### config.mk
export PLATFORM = sky130hd
export DESIGN_NAME = instr_encoder_loader
export DESIGN_NICKNAME = d
export VERILOG_FILES = /design/src/rtl/instr_encoder_loader.sv
export SDC_FILE = /design/constraint.sdc
export NUM_CORES = 1
export LEC_CHECK = 0
export BUFFER_PORTS_ARGS = -buffer_cell sky130_fd_sc_hd__buf_2
export CAP_MARGIN = 20
export CORE_MARGIN = 2
export CORE_UTILIZATION = 42
export CTS_CLUSTER_DIAMETER = 200
export DETAILED_ROUTE_END_ITERATION = 12
export HOLD_SLACK_MARGIN = 0.06
export PLACE_DENSITY = 0.76
export SETUP_SLACK_MARGIN = 0.15
export SLEW_MARGIN = 40
export SYNTH_ARGS = -nofsm -noshare
export SYNTH_HDL_FRONTEND = slang
export SYNTH_SLANG_ARGS = --single-unit
### constraint.sdc
create_clock -name clk -period 1.5 [get_ports clk]
set_input_delay 0.15 -clock clk [delete_from_list [all_inputs] [get_ports clk]]
set_output_delay 0.15 -clock clk [all_outputs]
set_load 0.02 [all_outputs]
### src/rtl/instr_encoder_loader.sv
// Field-level ARM instruction encoder that streams encoded words into imem.
// Optional legality checking on accept is enabled by defining ENCODER_CHECK_EN.
module instr_encoder_loader #(
  parameter int ADDR_W    = 6,
  parameter int BASE_ADDR = 0
) (
  input  logic              clk,
  input  logic              reset_n,
  input  logic              start,
  input  logic              in_valid,
  output logic              in_ready,
  input  logic [3:0]        cond,
  input  logic [1:0]        op,
  input  logic [5:0]        funct,
  input  logic [3:0]        rn,
  input  logic [3:0]        rd,
  input  logic [11:0]       src2,
  input  logic [23:0]       imm24,
  input  logic              last,
  output logic              imem_we,
  output logic [ADDR_W-1:0] imem_addr,
  output logic [31:0]       imem_wd,
  input  logic              imem_ack,
  output logic              done,
  output logic [ADDR_W:0]   count,
  output logic              error
);

  typedef enum logic [1:0] {IDLE, WRITE, DONE} state_t;

  localparam logic [ADDR_W-1:0] BASE     = ADDR_W'(BASE_ADDR);
  localparam logic [ADDR_W-1:0] TOP_ADDR = '1;

  state_t      state;
  logic        pending_last;
  logic [31:0] word;
  logic        reject;

  // Branches keep only the link bits of funct and carry the 24-bit offset.
  always_comb begin
    word = {cond, op, funct, rn, rd, src2};
    if (op == 2'b10)
      word = {cond, 2'b10, funct[5:4], imm24};
  end

`ifdef ENCODER_CHECK_EN
  always_comb begin
    reject = 1'b0;
    if (op == 2'b11)
      reject = 1'b1;
    else if (op == 2'b00 && funct[4:3] == 2'b10 && !funct[0])
      reject = 1'b1;
    else if (op == 2'b10 && !funct[5])
      reject = 1'b1;
  end
`else
  assign reject = 1'b0;
`endif

  always_ff @(posedge clk or negedge reset_n) begin
    if (!reset_n) begin
      state        <= IDLE;
      in_ready     <= 1'b1;
      imem_we      <= 1'b0;
      imem_addr    <= BASE;
      imem_wd      <= '0;
      done         <= 1'b0;
      count        <= '0;
      error        <= 1'b0;
      pending_last <= 1'b0;
    end else if (start) begin
      state     <= IDLE;
      in_ready  <= 1'b1;
      imem_we   <= 1'b0;
      imem_addr <= BASE;
      done      <= 1'b0;
      count     <= '0;
      error     <= 1'b0;
    end else begin
      case (state)
        IDLE: begin
          if (in_valid && in_ready) begin
            if (reject) begin
              // Rejected fields consume the accept slot but never reach memory.
              error <= 1'b1;
              if (last) begin
                state    <= DONE;
                done     <= 1'b1;
                in_ready <= 1'b0;
              end
            end else begin
              imem_wd      <= word;
              pending_last <= last;
              imem_we      <= 1'b1;
              in_ready     <= 1'b0;
              state        <= WRITE;
            end
          end
        end
        WRITE: begin
          if (imem_ack) begin
            imem_we <= 1'b0;
            count   <= count + (ADDR_W+1)'(1);
            if (imem_addr == TOP_ADDR) begin
              // Memory is full: stop without wrapping the address.
              error <= 1'b1;
              done  <= 1'b1;
              state <= DONE;
            end else begin
              imem_addr <= imem_addr + ADDR_W'(1);
              if (pending_last) begin
                done  <= 1'b1;
                state <= DONE;
              end else begin
                in_ready <= 1'b1;
                state    <= IDLE;
              end
            end
          end
        end
        DONE: begin
          in_ready <= 1'b0;
        end
        default: begin
          state    <= IDLE;
          in_ready <= 1'b1;
          imem_we  <= 1'b0;
        end
      endcase
    end
  end

endmodule
==> summary.txt, run 1 <==
Run status
  – Outcome: complete, but fails checks
  – Violated checks: negative setup slack

Placed design
  – Pre-CTS setup slack: -0.1477 ns
  – Placed cell area: around 0.0030 mm²
  – Hpwl dp: around 3600 µm
  – Port buffer count: 110
  – Dpl cells: just under 400
  – GPL Wtd Cong: approximately 0.79

GRT
  – Initial antenna violation count: 0
  – First-pass GRT wire length: just over 8000 µm
  – Vias in the first global route: 1832
  – Total Routing Usage GR: 0.1677
  – Largest net degree at the start of global routing: 52
  – GRT Residual Overflow: 0

Die
  – Core ar.: ~0.0055 mm²
  – Die Span Y: a little under 80 µm
  – Site row count: 27
  – Initial Utilization: 0.4312
  – IO Pins: approximately 110
  – Die ar.: between 0.006 and 0.007 mm²
  – Chip Width: about 79 µm

Logic synthesis
  – Cell Area, Synth: approximately 0.0024 mm²
  – Synth cell types: 31
  – Mean post-synth cell area: roughly 11 µm²
  – Syn Nets: between 200 and 300
  – Synthesis Warnings: 0
  – Fraction of registers with async set/reset: 1.000
  – Yosys reg bits: 51
  – Synth Instances: ~210
  – Post-synth EDFFs: 0
  – Seq/Total Area, Yosys: 0.5414
  – Ys flop type: dfrtp_1

Clock network
  – CTS tree: done
  – H-tree depth: 2
  – Clk sink count: 51
  – Clock Path Buffers: 2
  – Later-pin clock latency in the skew report: ~0.30 ns
  – Inserted Clock Buffers: 5
  – CTS Root Cell: clkbuf_8
  – Clock-pin slew on the worst setup and hold paths: roughly 0.09 ns

Setup path
  – FF-to-FF Start: in_ready
  – Critical path's largest stage delay: 0.55 ns
  – Slowest CP cell: dfstp_2
  – Critical path arrival: around 1.8 ns
  – CP Class: reg2reg
  – Worst setup path startpoint: in_ready
  – CP endpoint kind: flip-flop
  – Critical Path Fanout Max: 27
  – Critical Path RT: 1.68 ns
  – Crit start category: flip-flop
  – Crit path cell chain: nand2_2, or4_4, buf_12, nand2_1, o21ai_1

Pwr
  – LEAKAGE: around 1.8 nW
  – Reg power frac: 0.466
  – Cell Pwr Density: roughly 1100 mW/mm²
  – Clock power frac: 0.213
  – Switch Pwr: 1.293 mW
  – Internal power component: 2.555 mW
  – Sw frac: 0.3360
  – Peak supply drop: around 700 µV
  – Combinational Power Share: 0.321

STA
  – Final Setup Violations: 34
  – Period utilization: 1.057
  – RSZ-0062 raised after global routing: yes
  – Final hold violations: 0
  – Worst hold slack: between 0.07 and 0.08 ns
  – Pins over their slew limit: 0
  – Final Critical Period: 1.585 ns
  – Worst Setup Slack, final: -0.08480 ns
  – Clock skew: roughly 0.009 ns
  – Worst rel slew slack: 0.8238
  – Tightest Pin Transition: between 0.2 and 0.3 ns
  – Fmax: roughly 630 MHz

Finish
  – N_diodes: 0
  – Post-route cell area: between 0.003 and 0.004 mm²
  – Area grow syn2layout: 43.43%
  – Post-Layout Cell Count: 416
  – Ratio of cells with drive above 1 in the final layout: 0.4826
  – Nets: 407

Detailed routing
  – DRT iter0 DRCs: between 70 and 80
  – Drt first pass iters: 5
  – Wire length per cell: between 10 and 15 µm
  – ANT nets after route: 0
  – DRC: 0
  – Routed via count: between 2000 and 2500
  – Overall routed net length: around 5300 µm
  – Vias per Instance: 4.870

Min path
  – Hold Startpoint: funct[5]
  – Hold Crit Class: in2reg

Run
  – Maxcap violations: 0
==> layout make-up <==
type | count | area, µm²
clock buffer | 6 | 82.58
clock inverter | 2 | 16.27
inverter | 2 | 7.507
fill | 476 | 2088
tap | 72 | 90.09
timing repair buffer | 133 | 823.3
sequential | 51 | 1280
multi-input combinational | 150 | 1085
==> logic make-up after synthesis <==
logic type | Yosys count | synth area share
AOI/OAI and AO/OA | 43 | 0.09651
and+or+nand+nor | 63 | 0.1209
muxes | 36 | 0.1718
buffers and inverters | 14 | 0.04030
xor gates and xnor gates | 5 | 0.01856
adders and majority gates | 2 | 0.01060
DFF | 51 | 0.5414
==> timing repair <==
action                                 CTS  global route
gates cloned                             1             0
setup endpoints to repair               48            51
resized for setup                       17            21
pin swaps                               17             7
endpoints found under the hold margin   53             1
hold buffers                             4             1
buffers inserted                         2             6
==> cell usage after synthesis, types with 2 or more instances <==
| cell type | instances | area [µm²] |
|---|---|---|
| dfrtp_1 | 50 | 1251 |
| nand2_1 | 35 | 131.4 |
| mux2i_1 | 27 | 270.3 |
| o21ai_1 | 19 | 95.09 |
| o21ai_0 | 12 | 60.06 |
| nor2_1 | 11 | 41.29 |
| mux2_4 | 9 | 135.1 |
| a21oi_1 | 8 | 40.04 |
| buf_6 | 5 | 56.30 |
| buf_2 | 4 | 20.02 |
| nor3_1 | 4 | 20.02 |
| xnor2_1 | 4 | 35.03 |
| clkbuf_1 | 3 | 11.26 |
| and3_1 | 2 | 12.51 |
| ha_1 | 2 | 25.02 |
| inv_1 | 2 | 7.510 |
| nor2b_1 | 2 | 12.51 |
| or3_1 | 2 | 12.51 |
==> worst paths after layout <==
check | to | cells past startpoint | slack [ns]
setup / recovery | imem_wd[21] | 5 | -0.08
hold / removal | imem_wd[25] | 2 | 0.07
setup reg to reg | imem_wd[21] | 5 | -0.08
hold reg to reg | imem_wd[4] | 2 | 0.48
max in group asynchronous | in_ready | 3 | 0.88
min in group asynchronous | imem_addr[1] | 3 | 0.34
==> sequential cells by signal, indices dropped and copies added (netlist names) <==
register / count
imem_addr: 6
imem_wd: 32
error: 1
pending_last: 1
imem_we: 1
count: 7
in_ready: 1
state: 1
done: 1
==> cells in the final DEF, fill, tap and decap left out, types with 2 or more instances in the layout <==
cell           count
buf_2            110
dfrtp_1           48
nand2_1           32
mux2i_1           27
o21ai_1           24
nor2_1            10
mux2_4             9
o21ai_0            6
clkbuf_8           6
buf_6              6
buf_4              6
a21oi_1            5
dlygate4sd3_1      5
buf_12             4
a21oi_2            3
xnor2_1            3
nand2_2            2
or4_4              2
inv_1              2
and3_1             2
nor3_4             2
or3_1              2
dfrtp_2            2
buf_8              2
==> power groups by stage <==
stage,Sequential (mW),Combinational (mW),Clock (mW)
floorplan,2.13,0.390,0
detailed placement,1.81,1.19,0
finish,1.79,1.23,0.820
global route,1.84,1.34,0.915
CTS,1.79,1.21,0.854
global placement,1.81,1.16,0
==> critical path, delay by kind of cell, from the launching register on <==
family / cells / cell delay, ns
buffers and inverters: 1 / 0.20
AOI/OAI and AO/OA: 1 / 0.06
and+or+nand+nor: 3 / 0.64
DFF: 1 / 0.55
==> through the flow <==
stage            util  total power [mW]  setup TNS, ns
3_3_place_gp   0.5535             2.963         -2.560
2_1_floorplan       -             2.524         -3.749
3_5_place_dp   0.5535             2.994         -3.347
5_1_grt        0.6184             4.096         -4.390
4_1_cts        0.5926             3.856         -2.431
6_report       0.6184             3.848         -2.146
==> per-layer routing <==
layer / vias up / part of all wire / global-route usage
met2: 86 / 0.49 / 0.2846
met1: 929 / 0.42 / 0.2141
met4: 0 / 0.018 / 0.05172
li1: 1003 / - / -
met3: 8 / 0.074 / 0.03864
met5: - / 0 / 0
Note: power is estimated with default switching activity, not from simulation.
==> run 2: changes to the inputs <==
==> constraint.sdc (replaced) <==
create_clock -name clk -period 1.4 [get_ports clk]
set_input_delay 0.14 -clock clk [delete_from_list [all_inputs] [get_ports clk]]
set_output_delay 0.14 -clock clk [all_outputs]
set_load 0.02 [all_outputs]
==> run 2 against run 1 <==
Effect of this change: clock-buffer cell count is 1 lower; highest routed layer unchanged; sequential share of layout area is 0.36 points lower; the run still ends with negative setup slack left; cell count is 0.48% higher; flip-flop and latch count unchanged; design area increased by 1.3%; first-iteration DRC count increased by 4.2%; non-clock buffer count increased by 3; die area unchanged; critical path depth decreased by 1.
==> summary.txt, run 2 (same netlist as run 1, synthesis figures left out) <==
Finish
  – Most frequent cells in the layout: 109 x buf_2, 45 x dfrtp_1, 32 x nand2_1
  – Ratio of cells with drive above 1 in the final layout: 0.4942 (+0.01166)
  – Largest register FFs: 32 (unchanged)
  – Top Registers: imem_wd: 32 flops, count: 7 flops, imem_addr: 6 flops
  – Fill count: 471 (-1.1%)
  – Nets: 409 (+0.49%)
  – Post-route cell area: 0.003427 mm² (+1.3%)
  – N_diodes: 0 (unchanged)
  – Most frequent standard cell in the layout excluding fill and tap cells: buf_2
  – Final Util: 0.6262 (+0.007773)
  – Largest reg by FF count: imem_wd
  – Area grow syn2layout: 45.23%

STA
  – Final Setup Violations: 33 (-2.9%)
  – Tightest Pin Transition: 0.4603 ns (+0.1994 ns)
  – Worst hold slack: 0.07333 ns (+0.0005166 ns)
  – Final Critical Period: 1.606 ns (+0.02140 ns)
  – RSZ-0062 raised after global routing: yes
  – Pins over their slew limit: 0 (unchanged)
  – Clock skew: 0.01376 ns (+0.004831 ns)
  – Final hold violations: 0 (unchanged)
  – Worst rel slew slack: 0.6931 (-0.1307)
  – Worst Setup Slack, final: -0.2062 ns (-0.1214 ns)
  – Fmax: 622.6 MHz (-1.3%)
  – Period utilization: 1.147 (+0.09075)

GRT
  – Total Routing Usage GR: 0.1683 (+0.0005325)
  – Largest net degree at the start of global routing: 37 (-29%)
  – GRT Residual Overflow: 0 (unchanged)
  – First-pass GRT wire length: 8259 µm (+0.17%)
  – Vias in the first global route: 1865 (+1.8%)
  – Initial antenna violation count: 0 (unchanged)

Run
  – Maxcap violations: 0 (unchanged)

Min path
  – Hold Crit Class: in2reg
  – Hold Startpoint: cond[1]

Die
  – Initial Utilization: 0.4312 (unchanged)
  – Chip Width: 78.96 µm (unchanged)
  – Die ar.: 0.006234 mm² (unchanged)
  – Die Span Y: 78.96 µm (unchanged)
  – Core ar.: 0.005473 mm² (unchanged)
  – Site row count: 27 (unchanged)
  – IO Pins: 111 (unchanged)

Run status
  – Outcome: complete, but fails checks
  – Violated checks: negative setup slack

Setup path
  – CP endpoint kind: flip-flop
  – Top Family by Delay on Critical Path: flip-flops
  – Critical path's largest stage delay: 0.54 ns (about the same)
  – Worst setup path startpoint: in_ready
  – FF-to-FF Start: in_ready
  – Crit start category: flip-flop
  – CP Class: reg2reg
  – Critical path arrival: 1.80 ns (+0.03 ns)
  – Buffers & Inverters on Critical Path: 1 (unchanged)
  – Critical Path Fanout Max: 11 (-59%)
  – Crit path cell chain: nand2_1, or4_4, buf_12, mux2_4
  – Slowest CP cell: dfstp_2
  – Critical Path RT: 1.59 ns (-0.09 ns)

Placed design
  – GPL Wtd Cong: 0.8016 (+1.0%)
  – Pre-CTS setup slack: -0.1990 ns (-0.05127 ns)
  – Placed cell area: 0.003057 mm² (+0.91%)
  – Hpwl dp: 3908 µm (+9.2%)
  – Port buffer count: 110 (unchanged)

Clock network
  – Clock-pin slew on the worst setup and hold paths: 0.09 ns (about the same)
  – Clk sink count: 51 (unchanged)
  – Clock Path Buffers: 2 (unchanged)
  – H-tree depth: 2 (unchanged)
  – Inserted Clock Buffers: 5 (unchanged)
  – CTS tree: done
  – Later-pin clock latency in the skew report: 0.30 ns (about the same)
  – CTS Root Cell: clkbuf_8

Pwr
  – Cell Pwr Density: 1290 mW/mm² (+13%)
  – Clock power frac: 0.267 (+0.054)
  – Internal power component: 3.042 mW (+19%)
  – Switch Pwr: 1.379 mW (+6.7%)
  – Sw frac: 0.3119 (-0.02409)
  – Peak supply drop: 968.9 µV (+38%)
  – Combinational Power Share: 0.298 (-0.023)
  – LEAKAGE: 1.774 nW (+0.76%)
  – Reg power frac: 0.434 (-0.032)

Detailed routing
  – Drt first pass iters: 5 (unchanged)
  – Wire length per cell: 12.73 µm (-0.57%)
  – Routed via count: 2019 (-0.35%)
  – DRT iter0 DRCs: 75 (+4.2%)
  – Vias per Instance: 4.830 (-0.82%)
  – Overall routed net length: 5322 µm (about the same)
  – DRC: 0 (unchanged)
  – ANT nets after route: 0 (unchanged)
-- run 2: stage by stage --
stage               std cells  total power [mW]  setup TNS, ns
CTS                       414             4.442         -5.812
detailed placement        397             3.223         -5.755
global route              418             4.664         -7.337
global placement          397             3.178         -4.600
floorplan                 214             2.710         -7.149
finish                    418             4.421         -4.628
-- run 2: final timing paths --
path	endpoint	slack [ns]	cells past startpoint
min in group asynchronous	imem_addr[0]	0.33	2
hold / removal	imem_wd[29]	0.07	2
hold reg to reg	imem_wd[1]	0.48	2
setup / recovery	imem_wd[25]	-0.21	4
setup reg to reg	imem_wd[25]	-0.21	4
max in group asynchronous	imem_wd[5]	0.44	3
-- run 2: per-layer routing --
metal / part of all wire / vias to the layer above / wire (µm) / track usage
met1: 0.42 / 932 / 2241 / 0.2077
met2: 0.51 / 79 / 2702 / 0.2949
met4: 0.012 / 0 / 64 / 0.05862
met3: 0.059 / 6 / 314 / 0.03295
met5: 0 / - / 0 / 0
li1: - / 1002 / - / -
-- run 2: power by group through the flow --
stage / Clock, mW / Combinational (mW) / Sequential (mW)
finish: 1.18 / 1.32 / 1.92
global route: 1.28 / 1.43 / 1.96
CTS: 1.21 / 1.31 / 1.92
detailed placement: 0 / 1.29 / 1.94
global placement: 0 / 1.24 / 1.94
floorplan: 0 / 0.421 / 2.29
-- run 2: what timing repair did --
item | 4_1_cts | 5_1_grt
setup buffers | 3 | 3
hold endpoints to repair | 23 | 1
gates resized for setup | 20 | 13
pin swaps | 15 | 6
hold buffers | 6 | 1
endpoints found under the setup margin | 51 | 52
-- run 2: cell type report --
class / count / area (µm²) / share of cell area
multi-input cells: 149 / 1081 / 0.3154
well taps: 72 / 90.09 / 0.02629
clock buffers: 5 / 68.82 / 0.02008
clock inverters: 3 / 67.56 / 0.01972
repair buffers: 136 / 828.3 / 0.2417
inverters: 2 / 7.507 / 0.002191
flip-flops and latches: 51 / 1284 / 0.3746
-- run 2: worst register-to-register path: stages (launching register included) --
cell and delay (ns):
dfstp_2 0.54, nand2_1 0.04, or4_4 0.45, buf_12 0.17, mux2_4 0.30
==> run 3: changes to the inputs <==
--- a/config.mk
+++ b/config.mk
@@ -8,11 +8,11 @@
 export BUFFER_PORTS_ARGS = -buffer_cell sky130_fd_sc_hd__buf_2
 export CAP_MARGIN = 20
 export CORE_MARGIN = 2
-export CORE_UTILIZATION = 42
+export CORE_UTILIZATION = 50
 export CTS_CLUSTER_DIAMETER = 200
 export DETAILED_ROUTE_END_ITERATION = 12
 export HOLD_SLACK_MARGIN = 0.06
-export PLACE_DENSITY = 0.76
+export PLACE_DENSITY = 0.85
 export SETUP_SLACK_MARGIN = 0.15
 export SLEW_MARGIN = 40
 export SYNTH_ARGS = -nofsm -noshare
==> constraint.sdc (replaced) <==
create_clock -name clk -period 2 [get_ports clk]
set_input_delay 0.2 -clock clk [delete_from_list [all_inputs] [get_ports clk]]
set_output_delay 0.2 -clock clk [all_outputs]
set_load 0.02 [all_outputs]
==> run 3 against run 2 <==
Effect of this change: the run now ends clean; non-clock buffer count down 15; register-to-register slack gained 0.34 ns; clock power down 51%; power fell by 36%; largest power group unchanged.
==> summary.txt, run 3 (same netlist as run 1, synthesis figures left out) <==
Clock network
  – CTS Root Cell: clkbuf_8
  – H-tree depth: 2 (unchanged)
  – Clock-pin slew on the worst setup and hold paths: 0.09 ns (about the same)
  – Inserted Clock Buffers: 5 (unchanged)
  – Later-pin clock latency in the skew report: 0.29 ns (about the same)
  – CTS tree: done
  – Clk sink count: 51 (unchanged)
  – Clock Path Buffers: 2 (unchanged)

Pwr
  – Clock power frac: 0.206 (-0.061)
  – LEAKAGE: 1.619 nW (-8.7%)
  – Reg power frac: 0.480 (+0.046)
  – Peak supply drop: 526.4 µV (-46%)
  – Combinational Power Share: 0.314 (+0.016)
  – Switch Pwr: 980.6 µW (-29%)
  – Sw frac: 0.3480 (+0.03609)
  – Internal power component: 1.837 mW (-40%)
  – Cell Pwr Density: 914.7 mW/mm² (-29%)

STA
  – Final Critical Period: 1.870 ns (+0.2641 ns)
  – Worst hold slack: 0.1259 ns (+0.05254 ns)
  – Pins over their slew limit: 0 (unchanged)
  – Final Setup Violations: 0 (-100%)
  – Tightest Pin Transition: 0.5686 ns (+0.1083 ns)
  – Clock skew: 0.004460 ns (-0.009301 ns)
  – Fmax: 534.7 MHz (-14%)
  – Period utilization: 0.9352 (-0.2121)
  – Final hold violations: 0 (unchanged)
  – Worst rel slew slack: 0.6209 (-0.07219)
  – Post-route setup TNS: 0 ns (+4.628 ns)
  – RSZ-0062 raised after global routing: yes

Setup path
  – Critical path arrival: 2.06 ns (+0.26 ns)
  – Crit path cell chain: nand2_1, or4_4, buf_4, mux2_4
  – Critical Path RT: 2.19 ns (+0.60 ns)
  – R2R setup slack: 0.13 ns (+0.34 ns)
  – Slowest CP cell: or4_4
  – Critical Path Fanout Max: 7 (-4)
  – Crit start category: flip-flop
  – CP Class: reg2reg
  – CP endpoint kind: flip-flop
  – Critical path's largest stage delay: 0.62 ns (+0.08 ns)

Run
  – Maxcap violations: 0 (unchanged)

Finish
  – Largest register FFs: 32 (unchanged)
  – Area grow syn2layout: 30.54%
  – Top Registers: imem_wd: 32 flops, count: 7 flops, imem_addr: 6 flops
  – Most frequent standard cell in the layout excluding fill and tap cells: buf_2
  – Ratio of cells with drive above 1 in the final layout: 0.4264 (-0.06779)
  – Nets: 396 (-3.2%)
  – Fill count: 350 (-26%)
  – Largest reg by FF count: imem_wd
  – N_diodes: 0 (unchanged)
  – Most frequent cells in the layout: 110 x buf_2, 50 x dfrtp_1, 35 x nand2_1
  – Final Util: 0.6931 (+0.06693)
  – Post-Layout Cell Count: 385 (-7.9%)

Detailed routing
  – Vias per Instance: 5.265 (+9.0%)
  – Overall routed net length: 5703 µm (+7.2%)
  – ANT nets after route: 0 (unchanged)
  – Wire length per cell: 14.81 µm (+16%)
  – Drt first pass iters: 4 (-1)
  – DRT iter0 DRCs: 113 (+51%)
  – Routed via count: 2027 (+0.40%)
  – DRC: 0 (unchanged)

Placed design
  – GPL Wtd Cong: 0.7929 (-1.1%)
  – Port buffer count: 110 (unchanged)
  – Dpl cells: 369 (-7.1%)
  – Hpwl dp: 4035 µm (+3.3%)

Die
  – Die Span Y: 72.70 µm (-7.9%)
  – Initial Utilization: 0.5310 (+0.09978)
  – IO Pins: 111 (unchanged)
  – Site row count: 24 (-11%)
  – Die ar.: 0.005285 mm² (-15%)
  – Core ar.: 0.004444 mm² (-19%)
  – Chip Width: 72.70 µm (-7.9%)

GRT
  – GRT Residual Overflow: 0 (unchanged)
  – Initial antenna violation count: 0 (unchanged)
  – First-pass GRT wire length: 8383 µm (+1.5%)
  – Largest net degree at the start of global routing: 40 (+8.1%)
  – Total Routing Usage GR: 0.2015 (+0.03322)
  – Vias in the first global route: 1900 (+1.9%)

Run status
  – Outcome: completed

Min path
  – Hold Crit Class: in2reg
[run 3: cell types whose count changed in the layout (fill, tap and decap cells not counted), moves of 3 or more]
cell | previous run | this run
a21oi_2 | 5 | 0
nand2_1 | 32 | 35
buf_6 | 8 | 0
a21oi_1 | 3 | 8
dlygate4sd3_1 | 7 | 1
dfrtp_2 | 5 | 0
dfrtp_1 | 45 | 50
[run 3: cell type report]
type,instances,area (µm²),area share
Clock buffer,6,72.57,0.02356
Sequential cell,51,1277,0.4147
Multi-Input combinational cell,151,1010,0.3278
Clock inverter,2,12.51,0.004062
Timing Repair Buffer,121,635.6,0.2063
Tap cell,52,65.06,0.02112
Inverter,2,7.507,0.002437
[run 3: worst paths after layout]
kind	from	to	cells past startpoint
hold / removal	imem_ack	imem_we	2
setup / recovery	in_ready	imem_wd[27]	4
hold reg to reg	imem_wd[2]	imem_wd[2]	2
max in group asynchronous	reset_n	imem_wd[17]	3
setup reg to reg	in_ready	imem_wd[27]	4
min in group asynchronous	reset_n	imem_addr[0]	2
[run 3: worst max-delay path: cells and delay by family, from the launching register on]
kind	cells	cell delay, ns
buf+inv	1	0.18
flops	1	0.56
mux	1	0.29
simple gates	2	0.72
[run 3: through the flow]
step	setup WS, ns	instance area, µm²	total power, mW
final	0.1297	3080	2.818
after floorplan	0.3351	2360	1.892
after CTS	0.1566	3023	2.804
after detailed placement	0.1676	2928	2.232
after global routing	0.1027	3080	2.945
after global placement	0.2232	2928	2.197
[run 3: what timing repair did]
action	4_1_cts	5_1_grt
hold buffers	1	0
hold endpoints to repair	23	0
gates resized for setup	0	1
buffers inserted	0	5
endpoints found under the setup margin	0	10
[run 3: routing by layer]
metal / wire [µm] / up-vias / global-route usage
met1: 2339 / 973 / 0.2420
met3: 259 / 11 / 0.03591
met4: 123 / 0 / 0.07819
met2: 2980 / 65 / 0.3586
met5: 0 / - / 0
li1: - / 978 / -
[run 3: power groups by stage]
stage / combinational (mW) / sequential, mW / clock (mW)
3_5_place_dp: 0.872 / 1.36 / 0
3_3_place_gp: 0.840 / 1.36 / 0
6_report: 0.886 / 1.35 / 0.580
5_1_grt: 0.952 / 1.37 / 0.618
4_1_cts: 0.870 / 1.35 / 0.587
2_1_floorplan: 0.291 / 1.60 / 0
